## config.mk

```make
export PLATFORM = sky130hd
export DESIGN_NAME = vector_unpack
export DESIGN_NICKNAME = d
export VERILOG_FILES = /design/src/rtl/vector_unpack.sv
export SDC_FILE = /design/constraint.sdc
export NUM_CORES = 1
export LEC_CHECK = 0
export ABC_CLOCK_PERIOD_IN_PS = 3800
export CAP_MARGIN = 15
export CORE_UTILIZATION = 50
export CTS_CLUSTER_SIZE = 12
export DETAILED_ROUTE_END_ITERATION = 10
export GPL_TIMING_DRIVEN = 0
export PLACE_DENSITY = 0.81
export SYNTH_ARGS = -nofsm -noshare
export SYNTH_HDL_FRONTEND = slang
export SYNTH_SLANG_ARGS = --single-unit
```

## constraint.sdc

```tcl
create_clock -name clk -period 3.8 [get_ports clk]
set_input_delay 1.14 -clock clk [delete_from_list [all_inputs] [get_ports clk]]
set_output_delay 1.14 -clock clk [all_outputs]
set_load 0.01 [all_outputs]
```

## src/rtl/vector_unpack.sv

```systemverilog
// rtl/vector_unpack.sv - pops packed vectors from a FIFO and streams their elements one per handshake
module vector_unpack #(
    parameter int WIDTH    = 248,
    parameter int ELEM_W   = 31,
    parameter int NUM_ELEM = 8
) (
    input  logic                          clk,
    input  logic                          rstn,
    input  logic [WIDTH-1:0]              i_fifo_data,
    input  logic                          i_fifo_empty,
    output logic                          o_fifo_read,
    input  logic [$clog2(NUM_ELEM):0]     i_len,
    input  logic                          i_flush,
    output logic                          o_valid,
    input  logic                          i_ready,
    output logic [ELEM_W-1:0]             o_elem,
    output logic                          o_last,
    output logic [15:0]                   o_vec_count
);

    localparam int LEN_W = $clog2(NUM_ELEM) + 1;
    localparam int IDX_W = (NUM_ELEM > 1) ? $clog2(NUM_ELEM) : 1;

    typedef enum logic {
        IDLE  = 1'b0,
        DRAIN = 1'b1
    } state_t;

    state_t              state_q, state_d;
    logic [LEN_W-1:0]    idx_q, idx_d;
    logic [LEN_W-1:0]    len_q, len_d;
    logic [WIDTH-1:0]    hold_q, hold_d;
    logic [15:0]         vec_count_q, vec_count_d;

    logic [ELEM_W-1:0]   elem_arr [NUM_ELEM];
    logic [LEN_W-1:0]    len_clamped;
    logic                last_elem;
    logic                fire;
    logic                pop;

    // Element 0 lives in the least significant slice of the held word
    for (genvar k = 0; k < NUM_ELEM; k++) begin : g_elem
        assign elem_arr[k] = hold_q[k*ELEM_W +: ELEM_W];
    end

    // A zero or oversized length means a full vector
    assign len_clamped = ((i_len == '0) || (i_len > LEN_W'(NUM_ELEM))) ? LEN_W'(NUM_ELEM) : i_len;

    assign o_valid     = (state_q == DRAIN);
    assign last_elem   = (idx_q == (len_q - LEN_W'(1)));
    assign o_last      = o_valid && last_elem;
    assign o_elem      = elem_arr[idx_q[IDX_W-1:0]];
    assign fire        = o_valid && i_ready;
    assign o_vec_count = vec_count_q;
    // Pop strobe is forced low while reset is held, even though the FSM already sits in IDLE
    assign o_fifo_read = pop && rstn;

    // Next-state: flush wins, otherwise load from IDLE or walk/reload while draining
    always_comb begin
        state_d     = state_q;
        idx_d       = idx_q;
        len_d       = len_q;
        hold_d      = hold_q;
        vec_count_d = vec_count_q;
        pop         = 1'b0;

        if (i_flush) begin
            state_d = IDLE;
            idx_d   = '0;
        end else begin
            case (state_q)
                IDLE: begin
                    if (!i_fifo_empty) begin
                        pop     = 1'b1;
                        hold_d  = i_fifo_data;
                        len_d   = len_clamped;
                        idx_d   = '0;
                        state_d = DRAIN;
                    end
                end
                DRAIN: begin
                    if (fire) begin
                        if (!last_elem) begin
                            idx_d = idx_q + LEN_W'(1);
                        end else begin
                            vec_count_d = vec_count_q + 16'd1;
                            if (!i_fifo_empty) begin
                                // Reload on the final transfer so vectors run back to back
                                pop     = 1'b1;
                                hold_d  = i_fifo_data;
                                len_d   = len_clamped;
                                idx_d   = '0;
                                state_d = DRAIN;
                            end else begin
                                state_d = IDLE;
                            end
                        end
                    end
                end
                default: state_d = IDLE;
            endcase
        end
    end

    // State and datapath registers with asynchronous active-low reset
    always_ff @(posedge clk or negedge rstn) begin
        if (!rstn) begin
            state_q     <= IDLE;
            idx_q       <= '0;
            len_q       <= LEN_W'(NUM_ELEM);
            hold_q      <= '0;
            vec_count_q <= '0;
        end else begin
            state_q     <= state_d;
            idx_q       <= idx_d;
            len_q       <= len_d;
            hold_q      <= hold_d;
            vec_count_q <= vec_count_d;
        end
    end

endmodule

```

# == After elaboration in Yosys (flattened, before gate mapping) ==
# Index checks and enable logic that the tools add are counted.
# classes
add_sub_neg,3
magnitude_cmp,2
shifts,0
n_div,0
multipliers,0
n_eq_ne,4
muxes,26
reduce_logical,7
bitwise_logic,3
# ops
op,n
248-bit 2-to-1 mux,3
248-bit one-hot mux with 2 select lines,1
31-bit binary-select mux with 3-bit select,1
31-bit 2-to-1 mux,2
4-bit 2-to-1 mux,8
16-bit by 1-bit adder with 16-bit output (second input constant),1
4-bit one-hot mux with 2 select lines,2
1-bit 2-to-1 mux,7
4-bit by 1-bit adder with 4-bit output (second input constant),1
4-bit equality test,1
4-bit >= comparator (second input constant),1
4-bit > comparator (second input constant),1
4-bit zero test,1
2-bit by 1-bit != test with 1-bit output (second input constant),2
3-bit NOT with 4-bit output,1
1-bit one-hot mux with 2 select lines,2
4-bit AND reduction,1
4-bit by 1-bit subtractor with 4-bit output (second input constant),1
1-bit logical AND,3
3-bit by 2-bit != test with 1-bit output (second input constant),1
3-bit AND reduction,1
1-bit NOT,2
1-bit logical OR,1
# word_totals
register_bits,273
romBits,0
out_inout_bits,50
n_memories,0
latchBits,0
input_bits,257
ramBits,0

# == Logic depth before layout (Yosys ltp) ==
# depth
word_depth,7
mapped_depth,10

# == Least setup slack after synthesis ==
# OpenSTA, ideal clock, no wires.
# synth_path
path_kind,input to output
from,input port i_ready
to,output port o_fifo_read
n_path_buf,4
path_slack_ps,466
required_time_ps,2660
cell_stages,7
arrival_time_ps,2194
path_cell_list,clkbuf_1 -> nand2_1 -> o2bb2ai_2 -> buf_4 -> buf_6 -> buf_6 -> and2_1
# synth_between
elab_chain_cells,5
# synth_rtl
item,line,rtl
"start, declared",15,"input logic i_ready,"
1-bit logical AND,53,assign fire = o_valid && i_ready;
1-bit 2-to-1 mux,82,if (fire) begin
1-bit one-hot mux with 2 select lines,71,case (state_q)
1-bit 2-to-1 mux,67,if (i_flush) begin
1-bit logical AND,56,assign o_fifo_read = pop && rstn;
"end, declared",11,"output logic o_fifo_read,"
# No other way between the ends.

# == Worst setup path after layout ==
# layout_path
from,register idx_q[0]
to,output port o_elem[26]
# layout_between
elab_chain_cells,4
# layout_rtl
item,line,rtl
"start, declared",30,"logic [LEN_W-1:0] idx_q, idx_d;"
"start signal, assigned",115,idx_q <= idx_d;
3-bit NOT with 4-bit output (not written as such),52,assign o_elem = elem_arr[idx_q[IDX_W-1:0]];
31-bit binary-select mux with 3-bit select,52,
31-bit 2-to-1 mux (not written as such) (2 in a row),52,
"end, declared",16,"output logic [ELEM_W-1:0] o_elem,"
# No other way between the ends. The select of a mux whose other input is x is not followed.

==> results.sh <==
export IMPL_drc_errors=0
export IMPL_core_area_mm2=0.0244
export IMPL_hold_viol=0
export IMPL_yosys_register_bits=273
export IMPL_overflow=0
export IMPL_r2r_setup_slack_ns=1.09
export IMPL_htree_levels=1
export IMPL_ys_seq_area_share_pct=54.9
export IMPL_final_common_cell="dfrtp_1"
export IMPL_startpoint="idx_q[0]"
export IMPL_vias=8130
export IMPL_cp_endpoint="o_elem[26]"
export IMPL_clk_pin_slew_worst_paths_ns=0.06
export IMPL_post_route_period_util_pct=98.1
export IMPL_antenna_found_initial=6
export IMPL_avgSynthCellArea_um2=16.1
export IMPL_cts_tree="yes"
export IMPL_gp_congestion=0.823
export IMPL_tightestPinTransition_ns=0.582
export IMPL_grt_max_degree=103
export IMPL_routed_wl_um=33300
export IMPL_die_area_mm2=0.0255
export IMPL_rows=57
export IMPL_wl_per_cell_um=22.6
export IMPL_floorplan_die_height_um=160
export IMPL_min_path_type="reg -> reg"
export IMPL_cp_max_fo=9
export IMPL_fmax_mhz=268
export IMPL_sequentialPowerShare_pct=43.6
export IMPL_netlist_instances=771
export IMPL_drive_gt1_share_pct=29.3
export IMPL_clkPwrFrac_pct=32.8
export IMPL_syn_num_nets=1031
export IMPL_power_frac_comb_pct=23.7
export IMPL_cts_sinks=273
export IMPL_synth_area_leaders="dfrtp_1 55%, mux2_2 14%, mux2_1 12%"
export IMPL_grt_use_total_pct=26.8
export IMPL_synth_warnings=0
export IMPL_slew_viol_final=0
export IMPL_wl_met3_um=2020
export IMPL_status="completed"
export IMPL_drt_met1_wl_um=13900
export IMPL_clk_path_buf_depth=3
export IMPL_io_buffers=305
export IMPL_period_needed_ns=3.73
export IMPL_root_buffer="clkbuf_16"
export IMPL_slew_headroom_pct=61.2
export IMPL_cts_hold_buf=0
export IMPL_peakVddDrop_mv=0.387
export IMPL_syn_to_final_growth_pct=39.4
export IMPL_layout_common_cells="272 x dfrtp_1, 269 x clkdlybuf4s50_1, 150 x mux2_2, 131 x mux2_1, 62 x mux4_2"
export IMPL_routed_top_layer="met5"
export IMPL_cap_viol_max_count=0
export IMPL_nNetsFinal=1384
export IMPL_cts_buffers=30
export IMPL_die_w_um=160
export IMPL_start_util_pct=51.0
export IMPL_setup_viol=0
export IMPL_power_density_mw_per_mm2=540
export IMPL_viasPerCell=5.52
export IMPL_syn_cell_area_mm2=0.0124
export IMPL_required_ns=2.66
export IMPL_yosysTopAreaCell="dfrtp_1"
export IMPL_power_mw=9.36
export IMPL_dp_cells=1402
export IMPL_dp_hpwl_um=23600
export IMPL_switching_power_mw=2.33
export IMPL_worstPathArrival_ns=2.59
export IMPL_ant_nets=0
export IMPL_drt_initial_drc_count=463
export IMPL_synth_cell_types=39
export IMPL_worst_setup_path_end_kind="primary output"
export IMPL_ios=307
export IMPL_grt_pass1_vias=8963
export IMPL_reg2reg_to="hold_q[38]"
export IMPL_swShare_pct=24.9
export IMPL_p_leak_nw=7.13
export IMPL_grt_pass1_wl_um=51900
export IMPL_r2r_worst_path_cells=10
export IMPL_stdcell_count=1474
export IMPL_clock_latency_ns=0.55
export IMPL_rsz0062_at_grt="false"
export IMPL_critPathLaunchType="flip-flop"
export IMPL_fin_skew_ns=0.0104
export IMPL_met2WireLength_um=16500
export IMPL_drtPass1Iterations=4
export IMPL_synth_top_cell_area_share_pct=54.7
export IMPL_regToRegStartpoint="len_q[1]"
export IMPL_power_internal_mw=7.02
export IMPL_critPathKind="reg -> out"
layout make-up:
cell class / count / area [um2]
fillers: 1691 / 7060
inverters: 5 / 18.8
multi-input cells: 444 / 5290
flip-flops and latches: 273 / 6830
clock buffers: 45 / 918
well taps: 324 / 405
plain buffers: 47 / 505
diodes: 5 / 12.5
repair buffers: 323 / 3210
clock inverters: 8 / 140
Yosys cell counts, drive strengths merged:
| cell | instances |
|---|---|
| o2bb2ai | 1 |
| clkbuf | 14 |
| mux2 | 281 |
| o211ai | 2 |
| nor2 | 13 |
| dfstp | 1 |
| xor2 | 5 |
| nor2b | 2 |
| o21ai | 2 |
| nand2 | 11 |
| mux4 | 62 |
| nor3 | 3 |
| nor4 | 1 |
| nand3 | 4 |
| o21a | 1 |
| o31a | 1 |
| ha | 3 |
| o41ai | 1 |
| a21o | 1 |
| buf | 35 |
| a22oi | 2 |
| nor4b | 1 |
| and4 | 1 |
| and2 | 2 |
| nand2b | 3 |
| nand4 | 12 |
| dfrtp | 272 |
| a31oi | 1 |
| mux2i | 3 |
| inv | 5 |
| a21oi | 2 |
| nor3b | 1 |
| and3 | 6 |
| xnor2 | 16 |
metrics by stage:
stage | area [um2] | util (%) | worst slack (ns) | hold slack [ns] | setup TNS (ns)
after global placement | 15900 | 65.2 | -10.31 | 0.461 | -2817.17
final | 17300 | 71.1 | 0.0735 | 0.474 | 0
after detailed placement | 16000 | 65.4 | -0.797 | 0.469 | -3.41
after global routing | 17300 | 71.1 | 0.00804 | 0.498 | 0
after CTS | 17200 | 70.7 | 0.00467 | 0.477 | 0
after floorplan | 12400 | - | 0.466 | 0.451 | 0
repair_timing:
item,in CTS,in global routing
endpoints found under the setup margin,33,6
pin swaps,4,1
buffers inserted,9,7
gates resized for setup,89,11
gates cloned,0,0
metal layers:
| metal | GRT usage (%) | up-vias |
|---|---|---|
| met3 | 5.48 | 55 |
| met1 | 35.6 | 4246 |
| met5 | 0 | - |
| met4 | 7.78 | 2 |
| li1 | - | 3579 |
| met2 | 44.7 | 248 |
cells by family (layout without fill, tap and decap cells):
logic type	Yosys count	count (layout)	share of synthesized area [%]
muxes	346	346	36.9
other	0	5	0
buffers and inverters	54	428	2.99
and+or+nand+nor	60	60	2.56
DFF	273	273	54.9
adders and majority gates	3	3	0.302
AOI/OAI and AO/OA	14	14	0.835
xor gates and xnor gates	21	21	1.48
worst min-delay path by stage:
stage          depth (start not counted)         endpoint       startpoint  slack [ns]
4_1_cts                                1  o_vec_count[15]  o_vec_count[15]        0.48
6_report                               1  o_vec_count[15]  o_vec_count[15]        0.47
3_3_place_gp                           1      hold_q[109]      hold_q[109]        0.46
5_1_grt                                1      hold_q[187]      hold_q[187]        0.50
3_5_place_dp                           1      hold_q[107]      hold_q[107]        0.47
2_1_floorplan                          2         len_q[3]         len_q[3]        0.45
critical path: stages, from the launching register on:
cell and delay, ns:
dfrtp_1 0.38, buf_6 0.16, buf_12 0.15, buf_16 0.14
buf_4 0.14, mux4_2 0.51, mux2_2 0.28, dlygate4sd2_1 0.28
registers in the layout (all words and copies together) (netlist names):
| register | flops |
|---|---|
| idx_q | 4 |
| len_q | 4 |
| o_valid | 1 |
| o_vec_count | 16 |
| hold_q | 248 |
power groups by stage:
stage	Clock, mW	Combinational, mW	Sequential [mW]
after floorplan	0	1.38	3.97
after global placement	0	2.13	4.09
after detailed placement	0	2.20	4.12
after CTS	3.12	2.23	4.07
after global routing	3.24	2.38	4.17
final	3.07	2.21	4.08
(Power assumes the default switching activity.)
